===== src/rtl/vga_pkg.sv =====
// Shared RGB332 layout, default 640x480@60 timing constants and counter widths
// for the VGA layer compositor.
package vga_pkg;

    localparam int RED_W   = 3;
    localparam int GREEN_W = 3;
    localparam int BLUE_W  = 2;
    localparam int RGB_W   = RED_W + GREEN_W + BLUE_W;

    localparam int H_ACTIVE_DEF = 640;
    localparam int H_FP_DEF     = 16;
    localparam int H_SYNC_DEF   = 96;
    localparam int H_BP_DEF     = 48;
    localparam int V_ACTIVE_DEF = 480;
    localparam int V_FP_DEF     = 10;
    localparam int V_SYNC_DEF   = 2;
    localparam int V_BP_DEF     = 33;

    // Raster counters and sprite hit arithmetic share one 11-bit width so that
    // sprite_x + SPRITE_W - 1 never wraps for 10-bit positions.
    localparam int CNT_W = 11;
    localparam int POS_W = 10;

    typedef struct packed {
        logic [RED_W-1:0]   r;
        logic [GREEN_W-1:0] g;
        logic [BLUE_W-1:0]  b;
    } rgb332_t;

endpackage


===== src/rtl/vga_timing.sv =====
// Raster generator: half-rate pixel enable, h/v counters, raw active-low syncs,
// active-region flag, screen coordinates and the end-of-frame tick.
module vga_timing
    import vga_pkg::*;
#(
    parameter int H_ACTIVE = H_ACTIVE_DEF,
    parameter int H_FP     = H_FP_DEF,
    parameter int H_SYNC   = H_SYNC_DEF,
    parameter int H_BP     = H_BP_DEF,
    parameter int V_ACTIVE = V_ACTIVE_DEF,
    parameter int V_FP     = V_FP_DEF,
    parameter int V_SYNC   = V_SYNC_DEF,
    parameter int V_BP     = V_BP_DEF
) (
    input  logic             clk_i,
    input  logic             rst_i,
    output logic             pix_en_o,
    output logic [CNT_W-1:0] x_o,
    output logic [CNT_W-1:0] y_o,
    output logic             hs_raw_o,
    output logic             vs_raw_o,
    output logic             active_o,
    output logic             eof_o
);
    localparam int H_TOTAL = H_SYNC + H_BP + H_ACTIVE + H_FP;
    localparam int V_TOTAL = V_SYNC + V_BP + V_ACTIVE + V_FP;

    localparam logic [CNT_W-1:0] H_LAST   = CNT_W'(H_TOTAL - 1);
    localparam logic [CNT_W-1:0] V_LAST   = CNT_W'(V_TOTAL - 1);
    localparam logic [CNT_W-1:0] H_SYNC_E = CNT_W'(H_SYNC);
    localparam logic [CNT_W-1:0] V_SYNC_E = CNT_W'(V_SYNC);
    localparam logic [CNT_W-1:0] H_START  = CNT_W'(H_SYNC + H_BP);
    localparam logic [CNT_W-1:0] V_START  = CNT_W'(V_SYNC + V_BP);
    localparam logic [CNT_W-1:0] H_END    = CNT_W'(H_SYNC + H_BP + H_ACTIVE);
    localparam logic [CNT_W-1:0] V_END    = CNT_W'(V_SYNC + V_BP + V_ACTIVE);

    logic             pix_en_q;
    logic [CNT_W-1:0] hcount_q, hcount_d;
    logic [CNT_W-1:0] vcount_q, vcount_d;

    always_comb begin
        hcount_d = hcount_q;
        vcount_d = vcount_q;
        if (pix_en_q) begin
            if (hcount_q == H_LAST) begin
                hcount_d = '0;
                vcount_d = (vcount_q == V_LAST) ? '0 : vcount_q + 1'b1;
            end else begin
                hcount_d = hcount_q + 1'b1;
            end
        end
    end

    always_ff @(posedge clk_i or posedge rst_i) begin
        if (rst_i) begin
            pix_en_q <= 1'b0;
            hcount_q <= '0;
            vcount_q <= '0;
        end else begin
            pix_en_q <= ~pix_en_q;
            hcount_q <= hcount_d;
            vcount_q <= vcount_d;
        end
    end

    assign pix_en_o = pix_en_q;
    assign x_o      = hcount_q - H_START;
    assign y_o      = vcount_q - V_START;
    assign hs_raw_o = (hcount_q >= H_SYNC_E);
    assign vs_raw_o = (vcount_q >= V_SYNC_E);
    assign active_o = (hcount_q >= H_START) && (hcount_q < H_END) &&
                      (vcount_q >= V_START) && (vcount_q < V_END);
    // First line after the visible area; a fresh start from reset never lands here.
    assign eof_o    = pix_en_q && (hcount_q == '0) && (vcount_q == V_END);

endmodule


===== src/rtl/vga_layer_compositor.sv =====
// Sprite layer compositor over a VGA raster: frame-shadowed sprite registers, priority
// hit test and a two-tick colour pipeline. Define VGA_COLLISION_EN for the collision port.
module vga_layer_compositor
    import vga_pkg::*;
#(
    parameter int               H_ACTIVE    = H_ACTIVE_DEF,
    parameter int               H_FP        = H_FP_DEF,
    parameter int               H_SYNC      = H_SYNC_DEF,
    parameter int               H_BP        = H_BP_DEF,
    parameter int               V_ACTIVE    = V_ACTIVE_DEF,
    parameter int               V_FP        = V_FP_DEF,
    parameter int               V_SYNC      = V_SYNC_DEF,
    parameter int               V_BP        = V_BP_DEF,
    parameter int               NUM_SPRITES = 3,
    parameter int               SPRITE_W    = 8,
    parameter int               SPRITE_H    = 8,
    parameter logic [RGB_W-1:0] BG_COLOR    = 8'b001_000_01
) (
    input  logic                           clk50M,
    input  logic                           reset,
    input  logic [POS_W*NUM_SPRITES-1:0]   sprite_x,
    input  logic [POS_W*NUM_SPRITES-1:0]   sprite_y,
    input  logic [RGB_W*NUM_SPRITES-1:0]   sprite_color,
    input  logic [NUM_SPRITES-1:0]         sprite_en,
    output logic [RED_W-1:0]               red,
    output logic [GREEN_W-1:0]             green,
    output logic [BLUE_W-1:0]              blue,
    output logic                           HS,
    output logic                           VS,
    output logic                           endofframe,
    output logic [15:0]                    frame_count
`ifdef VGA_COLLISION_EN
    ,
    output logic [NUM_SPRITES-1:0]         collision
`endif
);
    localparam logic [CNT_W-1:0] SPR_W_M1 = CNT_W'(SPRITE_W - 1);
    localparam logic [CNT_W-1:0] SPR_H_M1 = CNT_W'(SPRITE_H - 1);

    logic             pix_en, active, hs_raw, vs_raw, eof;
    logic [CNT_W-1:0] x, y;

    vga_timing #(
        .H_ACTIVE (H_ACTIVE), .H_FP (H_FP), .H_SYNC (H_SYNC), .H_BP (H_BP),
        .V_ACTIVE (V_ACTIVE), .V_FP (V_FP), .V_SYNC (V_SYNC), .V_BP (V_BP)
    ) u_timing (
        .clk_i    (clk50M),
        .rst_i    (reset),
        .pix_en_o (pix_en),
        .x_o      (x),
        .y_o      (y),
        .hs_raw_o (hs_raw),
        .vs_raw_o (vs_raw),
        .active_o (active),
        .eof_o    (eof)
    );

    logic [POS_W*NUM_SPRITES-1:0] shx_q, shy_q;
    logic [RGB_W*NUM_SPRITES-1:0] shc_q;
    logic [NUM_SPRITES-1:0]       she_q;

    // Sprite state only changes between frames so a frame is never torn.
    always_ff @(posedge clk50M or posedge reset) begin
        if (reset) begin
            shx_q <= '0;
            shy_q <= '0;
            shc_q <= '0;
            she_q <= '0;
        end else if (eof) begin
            shx_q <= sprite_x;
            shy_q <= sprite_y;
            shc_q <= sprite_color;
            she_q <= sprite_en;
        end
    end

    logic [NUM_SPRITES-1:0] hit;

    for (genvar i = 0; i < NUM_SPRITES; i++) begin : g_hit
        logic [CNT_W-1:0] sx, sy;
        assign sx     = CNT_W'(shx_q[i*POS_W +: POS_W]);
        assign sy     = CNT_W'(shy_q[i*POS_W +: POS_W]);
        assign hit[i] = she_q[i] && (x >= sx) && (x <= sx + SPR_W_M1) &&
                        (y >= sy) && (y <= sy + SPR_H_M1);
    end

    logic [RGB_W-1:0] pix_d;

    // Walk from the highest index down so the lowest-index hit is applied last.
    always_comb begin
        pix_d = BG_COLOR;
        for (int i = NUM_SPRITES - 1; i >= 0; i--) begin
            if (hit[i]) pix_d = shc_q[i*RGB_W +: RGB_W];
        end
        if (!active) pix_d = '0;
    end

    rgb332_t pix1_q, pix_q;
    logic    hs1_q, vs1_q, hs_q, vs_q;

    always_ff @(posedge clk50M or posedge reset) begin
        if (reset) begin
            pix1_q <= '0;
            pix_q  <= '0;
            hs1_q  <= 1'b1;
            vs1_q  <= 1'b1;
            hs_q   <= 1'b1;
            vs_q   <= 1'b1;
        end else if (pix_en) begin
            pix1_q <= rgb332_t'(pix_d);
            pix_q  <= pix1_q;
            hs1_q  <= hs_raw;
            vs1_q  <= vs_raw;
            hs_q   <= hs1_q;
            vs_q   <= vs1_q;
        end
    end

    logic [15:0] frame_count_q;

    always_ff @(posedge clk50M or posedge reset) begin
        if (reset) frame_count_q <= '0;
        else if (eof) frame_count_q <= frame_count_q + 16'd1;
    end

    assign red         = pix_q.r;
    assign green       = pix_q.g;
    assign blue        = pix_q.b;
    assign HS          = hs_q;
    assign VS          = vs_q;
    assign endofframe  = eof;
    assign frame_count = frame_count_q;

`ifdef VGA_COLLISION_EN
    logic [NUM_SPRITES-1:0] acc_q, acc_d, collision_q;

    // On the frame tick the accumulator restarts; that tick's own hits belong to the new frame.
    always_comb begin
        acc_d = eof ? '0 : acc_q;
        for (int i = 0; i < NUM_SPRITES; i++) begin
            if (active && hit[i] && ((hit & ~(NUM_SPRITES'(1) << i)) != '0)) acc_d[i] = 1'b1;
        end
    end

    always_ff @(posedge clk50M or posedge reset) begin
        if (reset) begin
            acc_q       <= '0;
            collision_q <= '0;
        end else if (pix_en) begin
            acc_q <= acc_d;
            if (eof) collision_q <= acc_q;
        end
    end

    assign collision = collision_q;
`endif

endmodule


===== config.mk =====
export PLATFORM = sky130hd
export DESIGN_NAME = vga_layer_compositor
export DESIGN_NICKNAME = d
export VERILOG_FILES = /design/src/rtl/vga_pkg.sv /design/src/rtl/vga_timing.sv /design/src/rtl/vga_layer_compositor.sv
export SDC_FILE = /design/constraint.sdc
export NUM_CORES = 1
export LEC_CHECK = 0
export BUFFER_PORTS_ARGS = -buffer_cell sky130_fd_sc_hd__buf_2
export CAP_MARGIN = 30
export CORE_MARGIN = 2
export CORE_UTILIZATION = 37
export DETAILED_ROUTE_END_ITERATION = 10
export PLACE_DENSITY_LB_ADDON = 0.25
export SLEW_MARGIN = 15
export SYNTH_ARGS = -nofsm -noshare
export SYNTH_HDL_FRONTEND = slang
export SYNTH_SLANG_ARGS = --single-unit

===== constraint.sdc =====
create_clock -name clk50M -period 5.3 [get_ports clk50M]
set_clock_uncertainty 0.15 [all_clocks]
set_input_delay 0.265 -clock clk50M [delete_from_list [all_inputs] [get_ports clk50M]]
set_output_delay 0.265 -clock clk50M [all_outputs]
set_load 0.03 [all_outputs]

==> results of run 1 <==
final timing paths:
check	start	end	slack, ns	depth (start not counted)
min in group asynchronous	reset	shy_q[3]$_DFFE_PP0P_	0.33	3
worst min register to register	shc_q[16]$_DFFE_PP0P_	shc_q[16]$_DFFE_PP0P_	0.31	2
worst min-delay path	sprite_x[29]	shx_q[29]$_DFFE_PP0P_	0.07	3
max in group asynchronous	reset	shy_q[18]$_DFFE_PP0P_	3.75	4
worst max register to register	u_timing.vcount_q[0]$_DFFE_PP0P_	pix1_q[4]$_DFFE_PP0P_	0.70	12
worst max-delay path	u_timing.vcount_q[0]$_DFFE_PP0P_	pix1_q[4]$_DFFE_PP0P_	0.70	12
cell usage after synthesis (7+ instances only):
cell | instances | area (um2)
dfrtp_1 | 142 | 3553
nor3_1 | 22 | 110.1
xnor2_1 | 77 | 674.4
a211oi_1 | 9 | 67.56
a21oi_1 | 28 | 140.1
o21a_1 | 7 | 52.55
o21ai_0 | 95 | 475.5
nand2_1 | 195 | 732.0
o211ai_1 | 7 | 52.55
a21o_1 | 11 | 82.58
ha_1 | 136 | 1702
mux2_2 | 10 | 112.6
and3_1 | 11 | 68.82
a32oi_1 | 8 | 70.07
nor2_1 | 49 | 183.9
nand4_1 | 28 | 175.2
inv_1 | 79 | 296.5
clkbuf_1 | 32 | 120.1
nand3_1 | 33 | 165.2
or2_2 | 7 | 43.79
xor2_1 | 17 | 148.9
a31oi_1 | 10 | 62.56
nor4_1 | 15 | 93.84
or3_1 | 11 | 68.82
per-stage QoR:
step,cell area (um2),instances
floorplan,10090,1134
global placement,11020,1560
detailed placement,11040,1561
CTS,12550,1680
global route,12580,1681
finish,12580,1681
routing by layer:
| layer | wire (um) | global-route usage (%) | part of all wire [%] | up-vias |
|---|---|---|---|---|
| met3 | 810 | 3.172 | 3.0 | 35 |
| met1 | 12580 | 25.25 | 47 | 4172 |
| met5 | 0 | 0 | 0 | - |
| met4 | 540 | 5.054 | 2.0 | 0 |
| met2 | 13070 | 34.16 | 48 | 152 |
| li1 | - | - | - | 4353 |
sequential cells by signal, summed over array words and instances, names as in the netlist, 3 cells and up:
register / count
frame_count: 16
green: 3
pix1_q: 8
red: 3
shc_q: 24
she_q: 3
shx_q: 30
shy_q: 30
u_timing.hcount_q: 11
u_timing.vcount_q: 11
worst min-delay path: stages:
cell	delay (ns)
buf_2	0.09
nand2_1	0.13
o21ai_0	0.12
cell families after synthesis:
family,synth area share [%]
compound gates,13.60
xor+xnor,8.430
buf+inv,4.785
fa+ha+maj,17.26
simple gates,18.36
mux,1.314
flops,36.25
cell type report:
class                           count  area share (%)
Clock buffer                       19           3.522
Clock inverter                     13           1.512
Inverter                           83           2.527
Multi-Input combinational cell    864           47.36
Sequential cell                   146           29.09
Tap cell                          341           3.393
Timing Repair Buffer              215           12.60
report_power, final:
part / switching (W) / internal [W]
Sequential: 0 / 0.00111
Clock: 0.000539 / 0.000775
Combinational: 0.0000409 / 0.0000675
Total: 0.000580 / 0.00196
what timing repair did:
action                                 in CTS  in global routing
setup endpoints to repair                   0                  0
setup buffers                               0                  0
hold buffers                               87                  0
gates resized for setup                     0                  0
endpoints found under the hold margin     150                  0
==> results.rst, run 1 <==
.. list-table::
   :header-rows: 1

   * - Metric
     - Value
   * - Die span in x
     - 169.2 um
   * - Per-cell routed wire length
     - 16.06 um
   * - Power density over the cells
     - 201.7 nW/um2
   * - H-tree level count
     - 4
   * - Clock insertion delay at the later pin of the skew report
     - about 0.44 ns
   * - Initial antenna violation count
     - 0
   * - Setup WS post-layout
     - approximately 0.70 ns
   * - Detailed-route via count
     - around 8700
   * - Maximum number of pins on one net before global-route repair
     - slightly above 90
   * - Instance count of the mapped netlist
     - 1134
   * - Biggest cell delay along the critical path
     - between 0.6 and 0.7 ns
   * - Total congestion overflow
     - 0
   * - RSZ-0062 raised after global routing
     - false
   * - Antenna cells
     - 0
   * - Clock buffer count from CTS
     - 17
   * - Highest clock frequency the design can meet
     - approximately 220 MHz
   * - Headroom to the max-slew limit
     - approximately a third
   * - Data arrival, critical path
     - 4.81 ns
   * - Critical Path Fanout Max
     - 14
   * - Total track usage
     - around 20%
   * - Worst-case setup slack after placement
     - 0.7146 ns
   * - Most frequent standard cell in the layout excluding fill and tap cells
     - nand2_1
   * - Global placer's final weighted congestion
     - approximately 0.87
   * - Startpoint type of the worst setup path
     - flop
   * - Fill cell count
     - between 2000 and 3000
   * - Max-slew violation count
     - 0
   * - Net count after synthesis
     - 1359
   * - FF/Latch Area
     - ~3700 um2
   * - Mean instance size in the synthesized netlist
     - 8.900 um2
   * - Max-Cap Viols
     - 0
   * - EDFF count, synth
     - 0
   * - Worst Setup End Kind
     - flop
   * - Total negative slack
     - 0 ns
   * - Startpoint-to-endpoint class of the critical path
     - reg2reg
   * - Post-Syn Area
     - roughly 10000 um2
   * - Number of distinct library cell variants in the gate-level netlist after synthesis
     - 65
   * - Max VDD drop
     - 0.1963 mV
   * - Port Buffers
     - 115
   * - Layout Utilization
     - a little under half
   * - Placed wire-length estimate
     - ~20000 um
   * - Share of flip-flops with an asynchronous set or reset after synthesis
     - 100.0%
   * - Final worst path period need
     - between 4 and 5 ns
   * - Antenna Nets Post-Route
     - 0
   * - Nets@finish
     - 1552
   * - Final count of hold timing violations
     - 0
   * - Status
     - finished, final reports clean
   * - Area of combinational cells with multiple inputs
     - about 6000 um2
   * - Clock net sink count
     - roughly 150
   * - Post-synth top flop
     - dfrtp_1
   * - Clock-pin slew reported for the worst setup and hold paths after clock tree synthesis
     - 0.07 ns
   * - Number of rows in the core area
     - 60
   * - Share of final-layout standard cells stronger than drive strength 1
     - between 10 and 15%
   * - Largest delay share family, worst path
     - compound AO/OA/AOI/OAI gates
   * - First-iteration detailed-routing DRC count
     - just over 500
   * - Die H
     - between 150 and 200 um
   * - Worst Tran Pin Value
     - between 0.9 and 1 ns
   * - CTS Buffer Depth
     - 2
   * - Number of synthesized register bits
     - about 150
   * - Pre-Repair DR Iteration Count
     - 5
   * - Critical-path cell list
     - ha_1 -> o41ai_2 -> nand2_1 -> xnor2_1 -> ha_1 -> a21oi_1 -> a21oi_1 -> o21a_1 -> o31ai_1 -> nand4b_1 -> or2_2 -> a32oi_1
   * - Setup-failing EPs final
     - 0
   * - CTS root buffer
     - clkbuf_16
   * - Boundary pin count
     - roughly 120
   * - Die Area
     - 28610 um2
   * - Starting utilization of the core area
     - between 30% and 40%
   * - Area growth from synthesis to layout
     - 24.61%
   * - CTS tree
     - yes
   * - Buffering stage count on the worst path with inverters included
     - 0
   * - Total power
     - 0.002537 W
   * - Number of global-route vias before repair
     - slightly below 9000
   * - CP max-delay cell
     - nand4b_1
   * - Portion of the clock cycle consumed by the worst path in the final layout
     - between 80% and 90%
   * - Leakage
     - around 6.2 nW
   * - Total wirelength of the detailed-routed design
     - approximately 27000 um
   * - Ys Warns
     - 0
   * - Via density
     - ~5.2
   * - Core region area
     - between 20000 and 30000 um2
   * - Post-route worst hold slack
     - 0.07361 ns
   * - Required time worst endpoint
     - ~5.5 ns
   * - Post-detailed-route DRC marker count
     - 0
   * - First-pass GRT wire length
     - 44680 um
   * - Most frequent cells in the layout
     - nand2_1 (195), dfrtp_1 (142), ha_1 (136)
   * - Sequential element share of the synthesized area
     - between 30% and 40%
   * - Class of the worst hold path
     - in2reg
Note: power is estimated with default switching activity, not from simulation.
==> run 2, diff against run 1 <==
--- a/config.mk
+++ b/config.mk
@@ -7,7 +7,6 @@
 export LEC_CHECK = 0
 export BUFFER_PORTS_ARGS = -buffer_cell sky130_fd_sc_hd__buf_2
 export CAP_MARGIN = 30
-export CORE_MARGIN = 2
 export CORE_UTILIZATION = 37
 export DETAILED_ROUTE_END_ITERATION = 10
 export PLACE_DENSITY_LB_ADDON = 0.25
==> run 2 against run 1 <==
  * Hold slack better by 0.15 ns
  * Global-route usage increased by 0.58 points
  * Fmax increased by 0.85%
  * Cell area about the same
  * Combinational power about the same
  * Clock power hardly changed
  * Worst setup slack better by 0.039 ns
  * Register-to-register slack gained 0.04 ns
  * First-iteration DRC count stayed put
  * Critical path type unchanged
  * Critical endpoint is now pix1_q[1]$_DFFE_PP0P_
  * Largest cell class unchanged
  * Largest power group unchanged
  * Highest routed layer unchanged
==> results.rst, run 2 (synthesis results as in run 1) <==
.. list-table::
   :header-rows: 1

   * - Metric
     - Value
   * - Clock buffer count from CTS
     - 17
   * - Share of final-layout standard cells stronger than drive strength 1
     - between 10 and 15%
   * - Area growth from synthesis to layout
     - 24.67%
   * - Highest clock frequency the design can meet
     - between 200 and 250 MHz
   * - Clock insertion delay at the later pin of the skew report
     - roughly 0.43 ns
   * - Core region area
     - between 20000 and 30000 um2
   * - Boundary pin count
     - 116
   * - Worst Tran Pin Value
     - between 0.7 and 0.8 ns
   * - Placed wire-length estimate
     - roughly 19000 um
   * - Total track usage
     - around a fifth
   * - Port Buffers
     - ~120
   * - Comb power frac
     - about 4.4%
   * - Startpoint type of the worst setup path
     - flop
   * - First-pass GRT wire length
     - ~45000 um
   * - Maximum number of pins on one net before global-route repair
     - 93
   * - Status
     - finished, final reports clean
   * - CP max-delay cell
     - nand4b_1
   * - CTS tree
     - yes
   * - Fill cell count
     - between 2000 and 3000
   * - Critical-path cell list
     - a2111o_1 -> xor2_1 -> ha_1 -> o21ai_0 -> a31oi_1 -> nor3_1 -> nor4_1 -> o31ai_1 -> nand4b_1 -> or2_2 -> a32oi_1
   * - Antenna cells
     - 0
   * - Final worst path period need
     - about 4.6 ns
   * - Per-cell routed wire length
     - 15.87 um
   * - Clock-pin slew reported for the worst setup and hold paths after clock tree synthesis
     - about 0.070 ns
   * - Sequential Power Share
     - between 40 and 50%
   * - Via density
     - about 5.1
   * - Total negative slack
     - 0 ns
   * - Clock net sink count
     - 146
   * - Post-detailed-route DRC marker count
     - 0
   * - Data arrival, critical path
     - 4.77 ns
   * - Count of cells resized by post-cts repair
     - 0
   * - Global placer's final weighted congestion
     - around 0.85
   * - Worst Setup End Kind
     - flop
   * - Critical Path Fanout Max
     - 14
   * - Biggest cell delay along the critical path
     - approximately 0.70 ns
   * - First-iteration detailed-routing DRC count
     - 510
   * - Power density over the cells
     - slightly below 200 nW/um2
   * - Starting utilization of the core area
     - about 38%
   * - Headroom to the max-slew limit
     - a little under half
   * - Max VDD drop
     - 0.1990 mV
   * - Leakage
     - just over 6 nW
   * - Total wirelength of the detailed-routed design
     - approximately 27000 um
   * - Number of global-route vias before repair
     - 8973
   * - Total setup buffers inserted after CTS
     - 0
   * - Quantity of hold-fixing buffers added after cts
     - roughly 90
   * - CTS Buffer Depth
     - 2
   * - Most frequent standard cell in the layout excluding fill and tap cells
     - nand2_1
   * - Die Area
     - about 28000 um2
   * - Pre-Repair DR Iteration Count
     - 5
   * - Max-slew violation count
     - 0
   * - Die H
     - about 170 um
   * - Post-route worst hold slack
     - between 0.2 and 0.25 ns
   * - Die span in x
     - about 170 um
   * - Final count of hold timing violations
     - 0
   * - Buffering stage count on the worst path with inverters included
     - 0
   * - Most frequent cells in the layout
     - nand2_1 (195), dfrtp_1 (142), ha_1 (136)
   * - Reported net switching power
     - between 0.0005 and 0.0006 W
   * - Max-Cap Viols
     - 0
   * - Internal power contribution
     - roughly 0.0019 W
   * - Required time worst endpoint
     - approximately 5.5 ns
   * - Class of the worst hold path
     - in2async
   * - Proportion of power drawn by the clock network
     - just over 50%
   * - H-tree level count
     - 4
   * - Portion of the clock cycle consumed by the worst path in the final layout
     - between 80% and 90%
   * - Largest delay share family, worst path
     - simple AND/OR/NAND/NOR gates
   * - RSZ-0062 raised after global routing
     - false
   * - CTS root buffer
     - clkbuf_16
   * - Nets@finish
     - roughly 1600
   * - Largest regs
     - shx_q (30), shy_q (30), shc_q (24)
   * - Setup-failing EPs final
     - 0
   * - Switching power as a share of total power
     - between 20% and 30%
   * - Startpoint-to-endpoint class of the critical path
     - reg2reg
   * - Total congestion overflow
     - 0
   * - Detailed-route via count
     - 8665
   * - Number of rows in the core area
     - 60
   * - Initial antenna violation count
     - 1
   * - Antenna Nets Post-Route
     - 0
## run 2: path summary, 6_finish.rpt
path                                    endpoint  slack (ns)                        startpoint  cells past startpoint
setup / recovery           pix1_q[1]$_DFFE_PP0P_        0.73  u_timing.vcount_q[2]$_DFFE_PP0P_                     11
hold / removal              shy_q[2]$_DFFE_PP0P_        0.22                             reset                      3
setup reg to reg           pix1_q[1]$_DFFE_PP0P_        0.73  u_timing.vcount_q[2]$_DFFE_PP0P_                     11
hold reg to reg            shc_q[21]$_DFFE_PP0P_        0.31             shc_q[21]$_DFFE_PP0P_                      2
max in group asynchronous         VS$_DFFE_PP1P_        3.56                             reset                      5
min in group clk50M        shc_q[21]$_DFFE_PP0P_        0.31             shc_q[21]$_DFFE_PP0P_                      2
## run 2: per-stage QoR
| stage | cells | setup WS (ns) | utilization, % | total power [W] | cell area, um2 |
|---|---|---|---|---|---|
| after CTS | 1681 | 0.5311 | 46.65 | 0.002529 | 12540 |
| after detailed placement | 1561 | 0.5420 | 41.09 | 0.001196 | 11040 |
| after global placement | 1560 | 0.7382 | 40.99 | 0.001193 | 11020 |
| after global routing | 1684 | 0.3776 | 46.82 | 0.002586 | 12580 |
| after floorplan | 1134 | 0.9686 | - | 0.001152 | 10090 |
| final | 1684 | 0.7342 | 46.82 | 0.002498 | 12580 |
## run 2: layer usage
metal / GRT usage, % / part of all wire, %
met4: 5.983 / 1.7
met2: 35.29 / 49
met3: 3.167 / 3.3
met5: 0 / 0
met1: 25.53 / 46
## run 2: worst register-to-register path, delay by kind of cell, from the launching register on
family / cells / cell delay [ns]
AOI/OAI and AO/OA: 5 / 1.41
xor gates and xnor gates: 1 / 0.59
adders and majority gates: 1 / 0.38
DFF: 1 / 0.50
and+or+nand+nor: 4 / 1.46
## run 2: power by group through the flow
stage | clock network (W) | registers, W | logic, W
2_1_floorplan | 0 | 0.00114 | 0.0000168
3_3_place_gp | 0 | 0.00114 | 0.0000577
3_5_place_dp | 0 | 0.00114 | 0.0000608
4_1_cts | 0.00131 | 0.00111 | 0.000110
5_1_grt | 0.00135 | 0.00111 | 0.000121
6_report | 0.00128 | 0.00111 | 0.000109
## run 2: layout make-up
type	count	area, um2	share of cell area (%)
flip-flops and latches	146	3659	29.08
clock inverters	15	186.4	1.482
repair buffers	218	1612	12.81
inverters	83	317.8	2.526
well taps	341	426.7	3.391
multi-input cells	864	5956	47.33
clock buffers	17	425.4	3.381
